### config.mk
export PLATFORM = sky130hd
export DESIGN_NAME = mmu_tx_rq_arb
export DESIGN_NICKNAME = d
export VERILOG_FILES = /design/src/rtl/mmu_tx_pkg.sv /design/src/rtl/mmu_tx_rq_arb.sv
export SDC_FILE = /design/constraint.sdc
export NUM_CORES = 1
export LEC_CHECK = 0
export CAP_MARGIN = 15
export CELL_PAD_IN_SITES_DETAIL_PLACEMENT = 1
export CELL_PAD_IN_SITES_GLOBAL_PLACEMENT = 2
export CORE_AREA = 2 2 358 360
export CTS_BUF_LIST = sky130_fd_sc_hd__clkbuf_4 sky130_fd_sc_hd__clkbuf_8
export CTS_CLUSTER_SIZE = 24
export DETAILED_ROUTE_END_ITERATION = 7
export DIE_AREA = 0 0 360 362
export MAX_ROUTING_LAYER = met4
export PLACE_DENSITY = 0.62
export SLEW_MARGIN = 20
export SYNTH_ARGS = -nofsm -noshare
export SYNTH_HDL_FRONTEND = slang
export SYNTH_SLANG_ARGS = --single-unit
### constraint.sdc
create_clock -name clk_sys -period 4.28 [get_ports clk_sys]
set_input_delay 0.856 -clock clk_sys [delete_from_list [all_inputs] [get_ports clk_sys]]
set_output_delay 0.856 -clock clk_sys [all_outputs]
set_load 0.03 [all_outputs]
### src/rtl/mmu_tx_pkg.sv
// ---------------------------------------------------------------------------
// mmu_tx_pkg
// Shared definitions for the mmu_tx read-command path: default word geometry
// of the RQ FIFO word and the state encoding of the RQ write-port arbiter.
// ---------------------------------------------------------------------------
package mmu_tx_pkg;

    localparam int MMU_TX_DW      = 288;  // RQ FIFO word width
    localparam int MMU_TX_EOP_POS = 262;  // end-of-packet flag position
    localparam int MMU_TX_ERR_POS = 261;  // error flag position
    localparam int MMU_TX_CNT_W   = 16;   // dfx counter width

    // Encoding is visible on arb_sta, so the values are fixed.
    typedef enum logic [1:0] {
        ARB_IDLE = 2'd0,
        ARB_GNT0 = 2'd1,
        ARB_GNT1 = 2'd2
    } arb_state_e;

endpackage

### src/rtl/mmu_tx_rq_arb.sv
// ---------------------------------------------------------------------------
// mmu_tx_rq_arb
// Packet-atomic 2:1 arbiter for the shared RQ FIFO write port.  Port 0 carries
// BD-read commands, port 1 packet-read commands.  Both sources are show-ahead
// FIFOs.  Once a port is granted, its words are forwarded until the word with
// EOP is popped; the other port is never popped in between.  Popped words are
// registered and appear on rq_tx_wr/rq_tx_wdata one cycle after the pop.
//
// Build option:
//   MMU_TX_ARB_WRR_EN  defined   -> weighted round robin using reg_arb_weight*
//                      undefined -> strict alternating round robin,
//                                   reg_arb_weight* unused
//
// Ports:
//   clk_sys, rst                         clock, synchronous active-high reset
//   src{0,1}_fifo_emp/_rdata/_rd         source FIFO empty, head word, pop
//   rq_tx_wr/_wdata                      RQ FIFO write strobe and word
//   rq_tx_ff                             RQ FIFO almost-full (stalls pops)
//   reg_arb_weight{0,1}                  per-port packet weight (WRR only)
//   arb_sta                              FSM state
//   arb_pkt_cnt{0,1}, arb_err_cnt        wrapping packet / error-word counts
// ---------------------------------------------------------------------------
module mmu_tx_rq_arb
    import mmu_tx_pkg::*;
#(
    parameter int DW      = MMU_TX_DW,
    parameter int EOP_POS = MMU_TX_EOP_POS,
    parameter int ERR_POS = MMU_TX_ERR_POS,
    parameter int CNT_W   = MMU_TX_CNT_W
) (
    input  logic             clk_sys,
    input  logic             rst,
    input  logic             src0_fifo_emp,
    input  logic [DW-1:0]    src0_fifo_rdata,
    output logic             src0_fifo_rd,
    input  logic             src1_fifo_emp,
    input  logic [DW-1:0]    src1_fifo_rdata,
    output logic             src1_fifo_rd,
    output logic             rq_tx_wr,
    output logic [DW-1:0]    rq_tx_wdata,
    input  logic             rq_tx_ff,
    input  logic [3:0]       reg_arb_weight0,
    input  logic [3:0]       reg_arb_weight1,
    output logic [1:0]       arb_sta,
    output logic [CNT_W-1:0] arb_pkt_cnt0,
    output logic [CNT_W-1:0] arb_pkt_cnt1,
    output logic [CNT_W-1:0] arb_err_cnt
);

    arb_state_e       state_q;
    logic             wr_q;
    logic [DW-1:0]    wdata_q;
    logic [CNT_W-1:0] pkt_cnt0_q;
    logic [CNT_W-1:0] pkt_cnt1_q;
    logic [CNT_W-1:0] err_cnt_q;

    logic             pop;
    logic             pop_sel1;
    logic [DW-1:0]    pop_word;
    logic             pop_eop;
    logic             pop_err;
    logic             pick_vld;
    logic             pick1;
    logic             prefer1;

    // Pops are combinational so the show-ahead head word is consumed in the
    // same cycle it is seen; a stalled grant simply drops the pop.
    assign src0_fifo_rd = (state_q == ARB_GNT0) & ~src0_fifo_emp & ~rq_tx_ff;
    assign src1_fifo_rd = (state_q == ARB_GNT1) & ~src1_fifo_emp & ~rq_tx_ff;

    assign pop      = src0_fifo_rd | src1_fifo_rd;
    assign pop_sel1 = src1_fifo_rd;
    assign pop_word = pop_sel1 ? src1_fifo_rdata : src0_fifo_rdata;
    assign pop_eop  = pop_word[EOP_POS];
    assign pop_err  = pop_word[ERR_POS];

    // With a single requester it wins outright; with two, the fairness
    // pointer decides.
    assign pick_vld = ~src0_fifo_emp | ~src1_fifo_emp;
    assign pick1    = (~src0_fifo_emp & ~src1_fifo_emp) ? prefer1 : src0_fifo_emp;

`ifdef MMU_TX_ARB_WRR_EN
    // last_q: port that ended the most recent packet; cons_q: how many
    // packets in a row it has finished.  The owner keeps priority until its
    // weight is used up, then priority moves and the count restarts at 1.
    logic       last_q;
    logic [3:0] cons_q;
    logic [3:0] weight_raw;
    logic [3:0] weight_eff;

    assign weight_raw = last_q ? reg_arb_weight1 : reg_arb_weight0;
    assign weight_eff = (weight_raw == 4'd0) ? 4'd1 : weight_raw;
    assign prefer1    = (cons_q < weight_eff) ? last_q : ~last_q;

    always_ff @(posedge clk_sys) begin
        if (rst) begin
            last_q <= 1'b0;
            cons_q <= 4'd0;
        end else if (pop & pop_eop) begin
            if (pop_sel1 == last_q) begin
                if (cons_q != 4'hF) begin
                    cons_q <= cons_q + 4'd1;
                end
            end else begin
                last_q <= pop_sel1;
                cons_q <= 4'd1;
            end
        end
    end
`else
    // Priority flips to the other port after every packet.
    logic rr_q;
    logic unused_weights;

    assign prefer1        = rr_q;
    assign unused_weights = ^{reg_arb_weight0, reg_arb_weight1};

    always_ff @(posedge clk_sys) begin
        if (rst) begin
            rr_q <= 1'b0;
        end else if (pop & pop_eop) begin
            rr_q <= ~pop_sel1;
        end
    end
`endif

    always_ff @(posedge clk_sys) begin
        if (rst) begin
            state_q    <= ARB_IDLE;
            wr_q       <= 1'b0;
            wdata_q    <= '0;
            pkt_cnt0_q <= '0;
            pkt_cnt1_q <= '0;
            err_cnt_q  <= '0;
        end else begin
            wr_q <= pop;
            if (pop) begin
                wdata_q <= pop_word;
            end
            if (pop & pop_err) begin
                err_cnt_q <= err_cnt_q + CNT_W'(1);
            end
            case (state_q)
                // Decision cycle: no pop is issued here.
                ARB_IDLE: begin
                    if (pick_vld) begin
                        state_q <= pick1 ? ARB_GNT1 : ARB_GNT0;
                    end
                end
                ARB_GNT0: begin
                    if (src0_fifo_rd & pop_eop) begin
                        state_q    <= ARB_IDLE;
                        pkt_cnt0_q <= pkt_cnt0_q + CNT_W'(1);
                    end
                end
                ARB_GNT1: begin
                    if (src1_fifo_rd & pop_eop) begin
                        state_q    <= ARB_IDLE;
                        pkt_cnt1_q <= pkt_cnt1_q + CNT_W'(1);
                    end
                end
                default: state_q <= ARB_IDLE;
            endcase
        end
    end

    assign rq_tx_wr     = wr_q;
    assign rq_tx_wdata  = wdata_q;
    assign arb_sta      = state_q;
    assign arb_pkt_cnt0 = pkt_cnt0_q;
    assign arb_pkt_cnt1 = pkt_cnt1_q;
    assign arb_err_cnt  = err_cnt_q;

endmodule
==> results of run 1 <==
==> tightest hold or removal path, cell delays in order (launching register included) <==
cell,delay (ns)
dfxtp_1,0.32
nand2_1,0.06
a21oi_1,0.05
==> sequential cells by signal, summed over array words and instances (netlist names) <==
register and cells:
prefer1 1, rq_tx_wr 1, arb_pkt_cnt1 16, rq_tx_wdata 288
arb_pkt_cnt0 16, arb_sta 2, arb_err_cnt 16
==> metal layers <==
layer | GRT usage | wire (um)
met1 | 0.1776 | 42050
met2 | 0.2276 | 44790
met3 | 0.04775 | 6930
met4 | 0.04498 | 2308
met5 | - | 0
==> metrics by stage <==
stage | setup WS, ns | hold slack (ns) | instances
after floorplan | 1.540 | 0.4501 | 1879
after CTS | 0.7033 | 0.4804 | 4483
final | 0.7297 | 0.4766 | 4503
after global placement | 0.7167 | 0.4657 | 4344
after detailed placement | 0.6676 | 0.4699 | 4344
after global routing | 0.6636 | 0.5002 | 4499
==> placed cells by master (no fill, tap or decap), types with 8 or more instances in the layout <==
cell	Yosys	routed
clkbuf_4	0	29
a21oi_1	31	31
nor2_1	314	314
or4_1	8	8
xor2_1	11	11
diode_2	0	20
dfxtp_1	340	340
o21ai_0	16	16
buf_4	21	42
clkdlybuf4s50_1	0	918
buf_12	0	13
nand4_1	11	11
clkbuf_8	0	100
or3_1	16	16
nand2_1	589	589
a311oi_1	287	287
nand3_1	20	20
==> report_power, final <==
part	switching, uW	internal (uW)	leakage (uW)
logic	718	795	0.00541
clock network	1760	2460	0.000911
registers	85.2	3290	0.00276
==> kinds of logic after synthesis <==
logic type / after synthesis
buffers and inverters: 180
and+or+nand+nor: 987
DFF: 340
xor gates and xnor gates: 18
muxes: 2
AOI/OAI and AO/OA: 349
adders and majority gates: 3
==> Yosys cell counts, drive strengths merged <==
cell and instances:
nand2 589, dfxtp 340, nor2 314, a311oi 287, clkbuf 137, buf 34
a21oi 31, nand3 20, o21ai 16, or3 16, nand4 11, xor2 11
inv 8, or4 8, o31ai 7, xnor2 7, nor4 5, and4 4
nor3 4, and2 3, and3 3, ha 3, a31o 2, nand2b 2
nor2b 2, or4b 2, a2111oi 1, a22oi 1, a32oi 1, clkinv 1
mux2 1, mux2i 1, nand4b 1, nor3b 1, nor4bb 1, o21a 1
o21ba 1, o22a 1, or3b 1
==> worst paths after layout <==
kind / start / endpoint / slack [ns] / cells past startpoint
min: prefer1 / prefer1 / 0.48 / 2
min reg2reg: prefer1 / prefer1 / 0.48 / 2
max reg2reg: arb_sta[0] / rq_tx_wdata[51] / 1.69 / 6
max: src0_fifo_emp / src0_fifo_rd / 0.73 / 4
==> layout make-up <==
cell class	instances	area (sq um)
Fill cell	15030	99190
Timing Repair Buffer	974	9779
Multi-Input combinational cell	1359	7041
Sequential cell	340	6807
Tap cell	1662	2079
Clock buffer	129	1594
Clock inverter	10	112.6
Antenna cell	20	50.05
Inverter	9	46.29
==> results.json, run 1 <==
{
  "synth_top_cell_by_area": "dfxtp_1",
  "synth_top_family_by_area": "simple AND/OR/NAND/NOR gates",
  "p_total_uw": 9114,
  "power_density_nw_per_um2": 331.3,
  "synth_cell_types": 43,
  "synthMuxAreaShare": 0.001455,
  "clk_pin_slew_worst_paths_ns": 0.06,
  "drt-initial-drc-count": 828,
  "rsz0062_at_grt": "no",
  "yosys_warnings": 0,
  "routed_wl_mm": 96.08,
  "cts_tree": "built",
  "grt_pass1_vias": 18060,
  "root_buffer": "clkbuf_8",
  "fp.dieW_um": 360,
  "design_area_sq_um": 27510,
  "drc": 0,
  "synthCells": 1879,
  "setup_tns_ns": 0,
  "ys_seq_elements": 340,
  "die_height_um": 362,
  "synth_compound_area_frac": 0.1970,
  "ios": 930,
  "post-route-period-util": 0.8295,
  "setup_violations": 0,
  "arrival_ns": 2.69,
  "path_cells": "clkdlybuf4s50_1 -> or4b_4 -> clkinv_8 -> buf_4",
  "vias_per_cell": 3.922,
  "drtAntennaViolNets": 0,
  "status": "finished clean",
  "p_leak_uw": 0.009077,
  "clockBufferDepth": 3,
  "antenna_found_initial": 23,
  "cap_violations": 0,
  "nNetsFinal": 3354,
  "worst_ep_required_time_ns": 3.42,
  "hpwlAfterDp_mm": 72.53,
  "grt_max_degree": 121,
  "routedWlPerCell_um": 21.34,
  "cts_max_level": 3,
  "synth.top_cell.area_share": 0.4656,
  "rows": 131,
  "clock_latency_ns": 0.74,
  "post_cts_resized": 0,
  "crit_buf_inv": 3,
  "crit_path_end_kind": "output port",
  "clock_sinks": 340,
  "max_freq_ghz": 0.2817,
  "numCtsBuffers": 78,
  "gp_congestion": 0.8387,
  "routed-via-count": 17660,
  "synth_seq_area_share": 0.4656,
  "placed_area_sq_um": 25750,
  "slew_violations": 0,
  "synthesis.nets": 2471,
  "grt_overflow_total": 0,
  "core_sq_um": 126700,
  "start_util": 0.1154,
  "worst_slew_pin_slew_ns": 0.8609,
  "synthTopCellsByArea": "dfxtp_1 (47%), a311oi_1 (17%), nand2_1 (15%), nor2_1 (8.1%), clkbuf_1 (3.5%)",
  "synth-simple-area-share": 0.2694,
  "grt_usage": 0.1458,
  "critPathMaxStageDelay_ns": 0.80,
  "die_area_sq_um": 130300,
  "hp-class": "reg2reg",
  "synth-xor-area-share": 0.01078,
  "skew_ns": 0.02372,
  "cp_max_fo": 37,
  "grt_pass1_wl_mm": 134.2,
  "crit_type": "in2out",
  "cts_setup_buffers": 0,
  "area_growth_pct": 88.19,
  "dr.pass1.iters": 4,
  "port_buffers": 921,
  "slew_headroom": 0.4260,
  "finalHoldViolations": 0,
  "timing.final.crit_period_ns": 3.550,
  "syn-mean-instance-area_sq_um": 7.780,
  "drive_gt1_frac": 0.07267,
  "syn_area_sq_um": 14620,
  "crit_family": "buffers and inverters",
  "ir_drop_mv": 0.1911,
  "slowest_stage": "or4b_4",
  "cp-start-kind": "input pin",
  "synthAdderAreaFrac": 0.002568,
  "final_util": 0.2171,
  "ctsHoldBuffers": 0
}
(Power assumes the default switching activity.)
==> inputs of run 2 (changes only) <==
--- a/config.mk
+++ b/config.mk
@@ -8,13 +8,13 @@
 export CAP_MARGIN = 15
 export CELL_PAD_IN_SITES_DETAIL_PLACEMENT = 1
 export CELL_PAD_IN_SITES_GLOBAL_PLACEMENT = 2
-export CORE_AREA = 2 2 358 360
+export CORE_AREA = 2 2 364 366
 export CTS_BUF_LIST = sky130_fd_sc_hd__clkbuf_4 sky130_fd_sc_hd__clkbuf_8
 export CTS_CLUSTER_SIZE = 24
 export DETAILED_ROUTE_END_ITERATION = 7
-export DIE_AREA = 0 0 360 362
+export DIE_AREA = 0 0 366 368
 export MAX_ROUTING_LAYER = met4
-export PLACE_DENSITY = 0.62
+export PLACE_DENSITY = 0.63
 export SLEW_MARGIN = 20
 export SYNTH_ARGS = -nofsm -noshare
 export SYNTH_HDL_FRONTEND = slang
==> constraint.sdc (replaced) <==
create_clock -name clk_sys -period 3.1 [get_ports clk_sys]
set_input_delay 0.62 -clock clk_sys [delete_from_list [all_inputs] [get_ports clk_sys]]
set_output_delay 0.62 -clock clk_sys [all_outputs]
set_load 0.03 [all_outputs]
==> results.json, run 2 (synthesis gave the netlist of run 1 again) <==
{
  "ios": 930,
  "cp_max_fo": 14,
  "design_area_sq_um": 27830,
  "placed_area_sq_um": 26110,
  "grt_max_degree": 109,
  "setup_tns_ns": 0,
  "max_freq_ghz": 0.3511,
  "ir_drop_mv": 0.3105,
  "cts_tree": "built",
  "core_sq_um": 130800,
  "dr.pass1.iters": 7,
  "area_growth_pct": 90.39,
  "cts_max_level": 3,
  "worst_ep_required_time_ns": 2.48,
  "clock_latency_ns": 0.71,
  "hp-class": "in2reg",
  "drive_gt1_frac": 0.07952,
  "cap_violations": 0,
  "rsz0062_at_grt": "no",
  "routedWlPerCell_um": 19.76,
  "arrival_ns": 2.23,
  "status": "finished clean",
  "routed-via-count": 17640,
  "timing.final.crit_period_ns": 2.848,
  "crit_type": "in2out",
  "port_buffers": 921,
  "vias_per_cell": 3.823,
  "routed_wl_mm": 91.13,
  "start_util": 0.1118,
  "p_total_uw": 12490,
  "place_ws_ns": 0.1229,
  "post-route-period-util": 0.9187,
  "power_density_nw_per_um2": 448.7,
  "antenna_found_initial": 19,
  "cts_setup_buffers": 0,
  "grt_pass1_wl_mm": 129.7,
  "numCtsBuffers": 77,
  "cp-start-kind": "input pin",
  "p_leak_uw": 0.009202,
  "nNetsFinal": 3377,
  "clockBufferDepth": 3,
  "skew_ns": 0.02285,
  "die_area_sq_um": 134700,
  "worst_slew_pin_slew_ns": 0.7913,
  "hpwlAfterDp_mm": 70.16,
  "drt-initial-drc-count": 832,
  "root_buffer": "clkbuf_8",
  "nFillCells": 15550,
  "clk_pin_slew_worst_paths_ns": 0.05,
  "final_util": 0.2128,
  "finalHoldViolations": 0,
  "clock_sinks": 340,
  "post_cts_resized": 0,
  "slew_headroom": 0.4708,
  "setup_violations": 0,
  "crit_path_end_kind": "output port",
  "grt_overflow_total": 0,
  "final_common_cell": "clkdlybuf4s50_1",
  "fp.dieW_um": 366,
  "ctsHoldBuffers": 0,
  "rows": 133,
  "drtAntennaViolNets": 0,
  "fin_ws_ns": 0.2520,
  "grt_usage": 0.1343,
  "grt_pass1_vias": 18210,
  "slew_violations": 0,
  "drc": 0,
  "largest_reg_flops": 288,
  "mostFrequentLayoutCells": "clkdlybuf4s50_1 (918), nand2_1 (589), dfxtp_1 (340)",
  "die_height_um": 368,
  "gp_congestion": 0.8269
}
## run 2: cell count changes in the layout (fill, tap and decap cells not counted), sizes merged
cell / before / now
clkbuf: 129 / 132
clkinv: 6 / 1
buf: 56 / 80
diode: 20 / 16
clkinvlp: 1 / 0
inv: 10 / 11
bufinv: 2 / 1
## run 2: worst paths after layout
path                     from                to  slack (ns)  cells past startpoint
max reg2reg        arb_sta[0]  rq_tx_wdata[272]        0.87                      6
min reg2reg  rq_tx_wdata[261]  rq_tx_wdata[261]        0.48                      2
min                       rst  arb_pkt_cnt0[10]        0.44                      2
max                  rq_tx_ff      src1_fifo_rd        0.25                      5
## run 2: area by class of cell
| cell class | instances | area, sq um | area share |
|---|---|---|---|
| Timing Repair Buffer | 998 | 10020 | 0.3601 |
| Multi-Input combinational cell | 1359 | 7041 | 0.2530 |
| Sequential cell | 340 | 6807 | 0.2446 |
| Tap cell | 1755 | 2196 | 0.07890 |
| Clock buffer | 132 | 1629 | 0.05854 |
| Clock inverter | 4 | 55.05 | 0.001978 |
| Inverter | 9 | 41.29 | 0.001484 |
| Antenna cell | 16 | 40.04 | 0.001439 |
## run 2: power breakdown
part	internal [uW]	switching [uW]
combinational	1120	983
sequential	4550	116
clock	3360	2360
total	9030	3460
## run 2: layer usage
metal | vias up | share of wire | track usage
met5 | - | 0 | -
met4 | 0 | 0.023 | 0.03973
met3 | 131 | 0.072 | 0.04623
met2 | 598 | 0.47 | 0.2127
met1 | 8465 | 0.43 | 0.1601
li1 | 8441 | - | -
## run 2: critical path, cell delays in order
cell	delay, ns
clkdlybuf4s50_1	0.50
or4b_4	0.59
inv_2	0.10
buf_4	0.21
buf_4	0.20
## run 2: per-stage QoR
| stage | hold slack, ns | cells |
|---|---|---|
| after floorplan | 0.4501 | 1879 |
| after global placement | 0.4539 | 4461 |
| after detailed placement | 0.4688 | 4461 |
| after CTS | 0.3151 | 4597 |
| after global routing | 0.3530 | 4613 |
| final | 0.4390 | 4613 |
